===== config.mk =====
export PLATFORM = sky130hd
export DESIGN_NAME = instruction_sequencer
export DESIGN_NICKNAME = d
export VERILOG_FILES = /design/src/rtl/instruction_sequencer.sv
export SDC_FILE = /design/constraint.sdc
export NUM_CORES = 1
export LEC_CHECK = 0
export ABC_CLOCK_PERIOD_IN_PS = 6700
export CELL_PAD_IN_SITES_DETAIL_PLACEMENT = 0
export CELL_PAD_IN_SITES_GLOBAL_PLACEMENT = 1
export CORE_UTILIZATION = 37
export DETAILED_ROUTE_END_ITERATION = 8
export HOLD_SLACK_MARGIN = 0.02
export PLACE_DENSITY_LB_ADDON = 0.1
export SLEW_MARGIN = 30
export SYNTH_ARGS = -nofsm -noshare
export SYNTH_HDL_FRONTEND = slang
export SYNTH_SLANG_ARGS = --single-unit

===== constraint.sdc =====
create_clock -name clk -period 6.7 [get_ports clk]
set_clock_uncertainty 0.1 [all_clocks]
set_input_delay 1.34 -clock clk [delete_from_list [all_inputs] [get_ports clk]]
set_output_delay 1.34 -clock clk [all_outputs]
set_load 0.05 [all_outputs]

===== src/rtl/instruction_sequencer.sv =====
// rtl/instruction_sequencer.sv - instruction fetch, stage sequencing and PC ownership for the CPU control path
module instruction_sequencer #(
    parameter int                  PC_WIDTH = 32,
    parameter logic [PC_WIDTH-1:0] RESET_PC = '0
) (
    input  logic                clk,
    input  logic                rst,
    output logic                imem_req,
    output logic [PC_WIDTH-1:0] imem_addr,
    input  logic                imem_valid,
    input  logic [31:0]         imem_data,
    input  logic                mem_done,
    input  logic [31:0]         jump_cond_value,
    input  logic [31:0]         jump_addr_value,
    output logic [2:0]          stage,
    output logic [4:0]          current_instruction_type,
    output logic [4:0]          reg_a,
    output logic [4:0]          reg_b,
    output logic [4:0]          reg_c,
    output logic [31:0]         load_imm_data,
    output logic [PC_WIDTH-1:0] pc,
    output logic                halted
);

    typedef enum logic [2:0] {
        ST_FETCH      = 3'd0,
        ST_FETCH_IMM  = 3'd1,
        ST_EXECUTE    = 3'd2,
        ST_REG_UPDATE = 3'd3,
        ST_PC_UPDATE  = 3'd4,
        ST_HALTED     = 3'd5
    } stage_t;

    localparam logic [4:0] T_NOP      = 5'd0;
    localparam logic [4:0] T_LOAD_IMM = 5'd1;
    localparam logic [4:0] T_LOAD     = 5'd2;
    localparam logic [4:0] T_STORE    = 5'd3;
    localparam logic [4:0] T_ALU_OP   = 5'd4;
    localparam logic [4:0] T_JUMP     = 5'd5;

    stage_t              state;
    stage_t              state_next;
    logic                accept;
    logic                fetching;
    logic                mem_op;
    logic                writes_reg;
    logic [PC_WIDTH-1:0] pc_next;

    assign stage    = state;
    assign fetching = (state == ST_FETCH) || (state == ST_FETCH_IMM);
    // imem_req is only ever high in a fetch stage, so this also filters stray valids
    assign accept   = imem_req && imem_valid && fetching;

    assign mem_op     = (current_instruction_type == T_LOAD) || (current_instruction_type == T_STORE);
    assign writes_reg = (current_instruction_type == T_LOAD_IMM) || (current_instruction_type == T_LOAD) ||
                        (current_instruction_type == T_ALU_OP);

    always_ff @(posedge clk or posedge rst) begin
        if (rst) begin
            state <= ST_FETCH;
        end else begin
            state <= state_next;
        end
    end

    always_comb begin
        state_next = state;
        case (state)
            ST_FETCH: begin
                if (accept) begin
                    if (imem_data[4:0] > T_JUMP) begin
                        state_next = ST_HALTED;
                    end else if (imem_data[4:0] == T_LOAD_IMM) begin
                        state_next = ST_FETCH_IMM;
                    end else begin
                        state_next = ST_EXECUTE;
                    end
                end
            end
            ST_FETCH_IMM: begin
                if (accept) begin
                    state_next = ST_EXECUTE;
                end
            end
            ST_EXECUTE: begin
                if (!mem_op || mem_done) begin
                    state_next = writes_reg ? ST_REG_UPDATE : ST_PC_UPDATE;
                end
            end
            ST_REG_UPDATE: state_next = ST_PC_UPDATE;
            ST_PC_UPDATE:  state_next = ST_FETCH;
            ST_HALTED:     state_next = ST_HALTED;
            default:       state_next = ST_HALTED;
        endcase
    end

    always_comb begin
        pc_next = pc + PC_WIDTH'(1);
        if (current_instruction_type == T_JUMP && jump_cond_value != 32'd0) begin
            pc_next = jump_addr_value[PC_WIDTH-1:0];
        end else if (current_instruction_type == T_LOAD_IMM) begin
            pc_next = pc + PC_WIDTH'(2);
        end
    end

    always_ff @(posedge clk or posedge rst) begin
        if (rst) begin
            imem_req                 <= 1'b0;
            imem_addr                <= '0;
            current_instruction_type <= T_NOP;
            reg_a                    <= '0;
            reg_b                    <= '0;
            reg_c                    <= '0;
            load_imm_data            <= '0;
            pc                       <= RESET_PC;
            halted                   <= 1'b0;
        end else begin
            // Request is raised one cycle after entering a fetch stage and held until accepted
            if (accept) begin
                imem_req <= 1'b0;
            end else if (fetching && !imem_req) begin
                imem_req  <= 1'b1;
                imem_addr <= (state == ST_FETCH) ? pc : pc + PC_WIDTH'(1);
            end
            if (accept && state == ST_FETCH) begin
                current_instruction_type <= imem_data[4:0];
                reg_a                    <= imem_data[9:5];
                reg_b                    <= imem_data[14:10];
                reg_c                    <= imem_data[19:15];
            end
            if (accept && state == ST_FETCH_IMM) begin
                load_imm_data <= imem_data;
            end
            if (state == ST_PC_UPDATE) begin
                pc <= pc_next;
            end
            if (state_next == ST_HALTED) begin
                halted <= 1'b1;
            end
        end
    end

endmodule

# Word-level counts from Yosys, hierarchy flattened
# Cells that the tools add are included.
# Widths: inputs -> output; s select.
# word_totals
out_inout_bits,121
regBits,121
elab_cells,54
in_bits,100
# classes
n_lt_le_gt_ge,1
addsub,2
reduce_logical,17
n_eq_ne,11
muxes,12
n_bitwise,1
# op_table
cell,count
$mux 32,3
$add 32x1->32 const B,1
$add 32x2->32 const B,1
$reduce_bool 32->1,1
$mux 3,5
$pmux 3 s5,1
$eq 5x1->1 const B,2
$eq 5x2->1 const B,2
$eq 5x3->1 const B,2
$eq 3x2->1 const B,2
$eq 3x3->1 const B,2
$logic_and 1x1->1,6
$gt 5x3->1 const B,1
$logic_or 1x1->1,5
$eq 3x1->1 const B,1
$logic_not 3->1,1
$logic_not 1->1,2
$mux 1,2
$mux 2,1
$reduce_and 2->1,1
$reduce_bool 2->1,1
$not 1->1,1

# Longest topological paths before layout
# depth
depth_word,7
mapped_depth,9
ltp_nobuf,7

# Worst setup path after synthesis
# Ideal clock, no wire load.
# synth_timing
path_type,input to register
startpoint,input jump_cond_value[16]
endpoint,register pc[10]
arrival_ns,2.951
stages,7
setup_time_ns,0.137
setup_slack_ns,3.511
n_path_buf,1
required_ns,6.463
cell_sequence,nor4_1 > nand2_1 > or4_1 > nand3_1 > clkbuf_1 > a21oi_1 > a2bb2oi_1
# synth_via
elab_chain_len,3
# synth_rtl
element,line_no,text
from (decl),13,"input logic [31:0] jump_cond_value,"
$reduce_bool 32->1,99,if (current_instruction_type == T_JUMP && jump_cond_value != 32'd0) begin
$logic_and 1x1->1,99,
$mux 32,99,
to (signal assigned),135,pc <= pc_next;
to (decl),21,"output logic [PC_WIDTH-1:0] pc,"
# Every way passes these cells.
# A chain may end at the register's enable or synchronous reset.

# Worst setup path in the final report
# layout_timing
startpoint,register pc[0]
endpoint,output pc[0]
# No word-level cell between the ends.

==> results.json <==
{
  "outcome": "completed",
  "avgViaCountPerCell": 5.559,
  "overflow": 0,
  "cp_data_arrival_time_ns": 2.18,
  "p_leak_nw": 3.896,
  "synth_ff_type": "dfrtp_1",
  "setup_viol": 0,
  "finalSetupTns_ns": 0,
  "fillers": 1577,
  "avgSynthCellArea_um2": 9.357,
  "synth-async-reset-ratio": 1.000,
  "crit_path_start_kind": "flop",
  "dieWidth_um": 135.6,
  "slew_headroom": 0.3854,
  "grt_pass1_vias": 6329,
  "crit_path_cell_trace": "clkdlybuf4s50_1",
  "slowest_delay_ns": 0.98,
  "num_antenna_cells": 0,
  "vias": 6332,
  "ys_ff_latch": 121,
  "drc": 0,
  "ys_types": 63,
  "yosysSeqAreaShare": 0.4583,
  "cts_hold_buffers": 0,
  "hold_violations": 0,
  "cp_slowest_cell": "clkdlybuf4s50_1",
  "syn_inst": 706,
  "dieArea_um2": 18390,
  "clockRootBuffer": "clkbuf_16",
  "place_congestion": 0.8328,
  "synth_compound_area_frac": 0.1723,
  "yosys.area_share.simple": 0.1847,
  "io_pins": 221,
  "drv_cap": 0,
  "htreeDepth": 4,
  "synthTopCellsByArea": "dfrtp_1, mux2_2, nand2_1",
  "post-route-min-period_ns": 3.624,
  "row_count": 48,
  "synth_edf_count": 0,
  "cts_buffers": 17,
  "io_buffers": 220,
  "path_max_fanout": 20,
  "max_freq_mhz": 275.9,
  "drtAntennaViolNets": 0,
  "grt_max_degree": 63,
  "crit_buf_inv": 1,
  "nNetsFinal": 1003,
  "syn_nets": 808,
  "dr.pass1.iters": 5,
  "cts_repair_resize_count": 0,
  "clkLatencyLatePin_ns": 0.42,
  "core_area_um2": 17360,
  "dp_hpwl_mm": 15.98,
  "p_per_area_nw_per_um2": 181.9,
  "worstSetupPathType": "flop to output port",
  "dpl_worst_slack_ns": 2.758,
  "antenna_found_initial": 1,
  "end_kind": "output port",
  "clk_pin_slew_ns": 0.06,
  "tightest_slew_ns": 0.9197,
  "yosys_warnings": 0,
  "post_drt_wl_per_cell_um": 19.44,
  "initial_core_util": 0.3806,
  "synth_fa_ha_area_frac": 0.003788,
  "synth_top_area_frac": 0.4583,
  "cts_tree": "yes",
  "fin_ws_ns": 3.076,
  "post-cts-setup-buffers": 0,
  "critPathRequiredTime_ns": 5.26,
  "ir_worst_vdd_mv": 0.1704,
  "crit_family": "buffers and inverters",
  "track_usage": 0.2499,
  "drt-initial-drc-count": 377,
  "dieHeight_um": 135.6,
  "synth-xor-area-share": 0.04110,
  "cts_sinks": 121,
  "fin_crit_sh": 0.5409,
  "synth_top_family_by_area": "simple AND/OR/NAND/NOR gates",
  "ctsLongestPathBuffers": 2,
  "area_growth_pct": 44.39,
  "muxShareOfSynthArea": 0.09489,
  "syn_area_um2": 6606,
  "layout-drive-gt1-share": 0.1182,
  "slew_viol_final": 0,
  "grt_pass1_wl_mm": 34.90,
  "totalWireLength_mm": 22.14,
  "rsz0062_at_grt": "false",
  "holdCritPathClass": "flop to flop",
  "yosysTopAreaCell": "dfrtp_1"
}
==> sequential cells by signal, indices dropped and copies added, names as in the netlist <==
signal,cells
reg_a,5
imem_req,1
reg_b,5
load_imm_data,32
stage,3
reg_c,5
halted,1
imem_addr,32
pc,32
current_instruction_type,5
==> through the flow <==
step | hold WS, ns | area, um^2 | cells | power, mW | utilization
final | 0.3768 | 9539 | 1139 | 1.736 | 0.5496
after global routing | 0.3957 | 9539 | 1139 | 1.797 | 0.5496
after CTS | 0.3832 | 9537 | 1139 | 1.757 | 0.5495
after detailed placement | 0.3693 | 8949 | 1107 | 0.8259 | 0.5156
after global placement | 0.3630 | 8940 | 1107 | 0.8246 | 0.5151
after floorplan | 0.6457 | 6606 | 706 | 0.7569 | -
==> layout by cell type (no fill, tap or decap), types with 7 or more instances in the layout <==
| cell | Yosys | routed |
|---|---|---|
| inv_1 | 20 | 19 |
| xnor2_1 | 20 | 20 |
| a211oi_1 | 7 | 7 |
| a21oi_1 | 32 | 31 |
| a2bb2oi_1 | 8 | 8 |
| nand3_1 | 24 | 23 |
| mux2_2 | 53 | 53 |
| o22ai_1 | 23 | 23 |
| o21ai_1 | 12 | 12 |
| nand4_1 | 16 | 16 |
| nand2_1 | 84 | 84 |
| buf_4 | 3 | 8 |
| clkdlybuf4s50_1 | 0 | 220 |
| nor4_1 | 12 | 12 |
| a22oi_1 | 10 | 10 |
| o21ai_0 | 46 | 46 |
| clkbuf_16 | 0 | 17 |
| xor2_1 | 11 | 11 |
| dfrtp_1 | 121 | 121 |
| nor3_1 | 26 | 26 |
| and3_1 | 11 | 11 |
| nor2_1 | 32 | 31 |
==> worst register-to-register path: cells and delay by family (launching register included) <==
family          cells  cell delay (ns)
simple gates        3             1.43
compound gates      3             1.10
flops               1             0.47
==> path summary, 6_finish.rpt <==
| path | start | to | slack [ns] | depth (start not counted) |
|---|---|---|---|---|
| setup / recovery | pc[0] | pc[0] | 3.08 | 1 |
| hold / removal | imem_addr[18] | imem_addr[18] | 0.38 | 2 |
| setup reg to reg | current_instruction_type[0] | pc[17] | 3.53 | 6 |
| hold reg to reg | imem_addr[18] | imem_addr[18] | 0.38 | 2 |
| max in group asynchronous | rst | imem_addr[7] | 4.23 | 3 |
| min in group asynchronous | rst | load_imm_data[7] | 1.21 | 2 |
==> logic make-up after synthesis <==
family                     after synthesis
and+or+nand+nor                        243
AOI/OAI and AO/OA                      181
DFF                                    121
buffers and inverters                   72
muxes                                   56
xor gates and xnor gates                31
adders and majority gates                2
==> routing by layer <==
metal  up-vias  wire length, um  track usage  share of wire
met5         -                0            0              0
met4         0              478       0.1074          0.022
met3        37             1817      0.07445          0.082
met2       271            10620       0.3951           0.48
met1      3053             9226       0.3152           0.42
li1       2971                -            -              -
==> power breakdown <==
group	leakage [nW]	internal [mW]	switching (mW)
clock network	0.287	0.555	0.369
registers	1.57	0.731	0
logic	2.04	0.0525	0.0280
==> area by class of cell <==
type / instances / area (um^2) / share of cell area
multi-input combinational: 513 / 3302 / 0.3461
timing repair buffer: 228 / 2262 / 0.2371
clock buffer: 17 / 425.4 / 0.04460
inverter: 20 / 77.57 / 0.008132
tap: 225 / 281.5 / 0.02951
clock inverter: 15 / 162.7 / 0.01705
sequential: 121 / 3028 / 0.3174
==> synthesized netlist by cell type (3+ instances only) <==
cell,n
a21oi_1,32
a2bb2oi_1,8
a31o_2,3
buf_4,3
nand3_1,24
buf_1,3
o22ai_1,23
or4_1,5
and3_1,11
nor3b_1,3
nor2_1,32
o21ai_0,46
clkbuf_1,39
xnor2_1,20
buf_2,5
nand4_1,16
and2_1,6
inv_1,20
xor2_1,11
o21ai_1,12
a211oi_1,7
nand2b_1,5
mux2i_1,3
nor4_1,12
nand2_1,84
or3_1,5
o211ai_1,6
nor3_1,26
o21a_1,5
a31oi_1,4
o32ai_1,4
o31ai_1,6
a22oi_1,10
mux2_2,53
dfrtp_1,121
(Power assumes the default switching activity.)
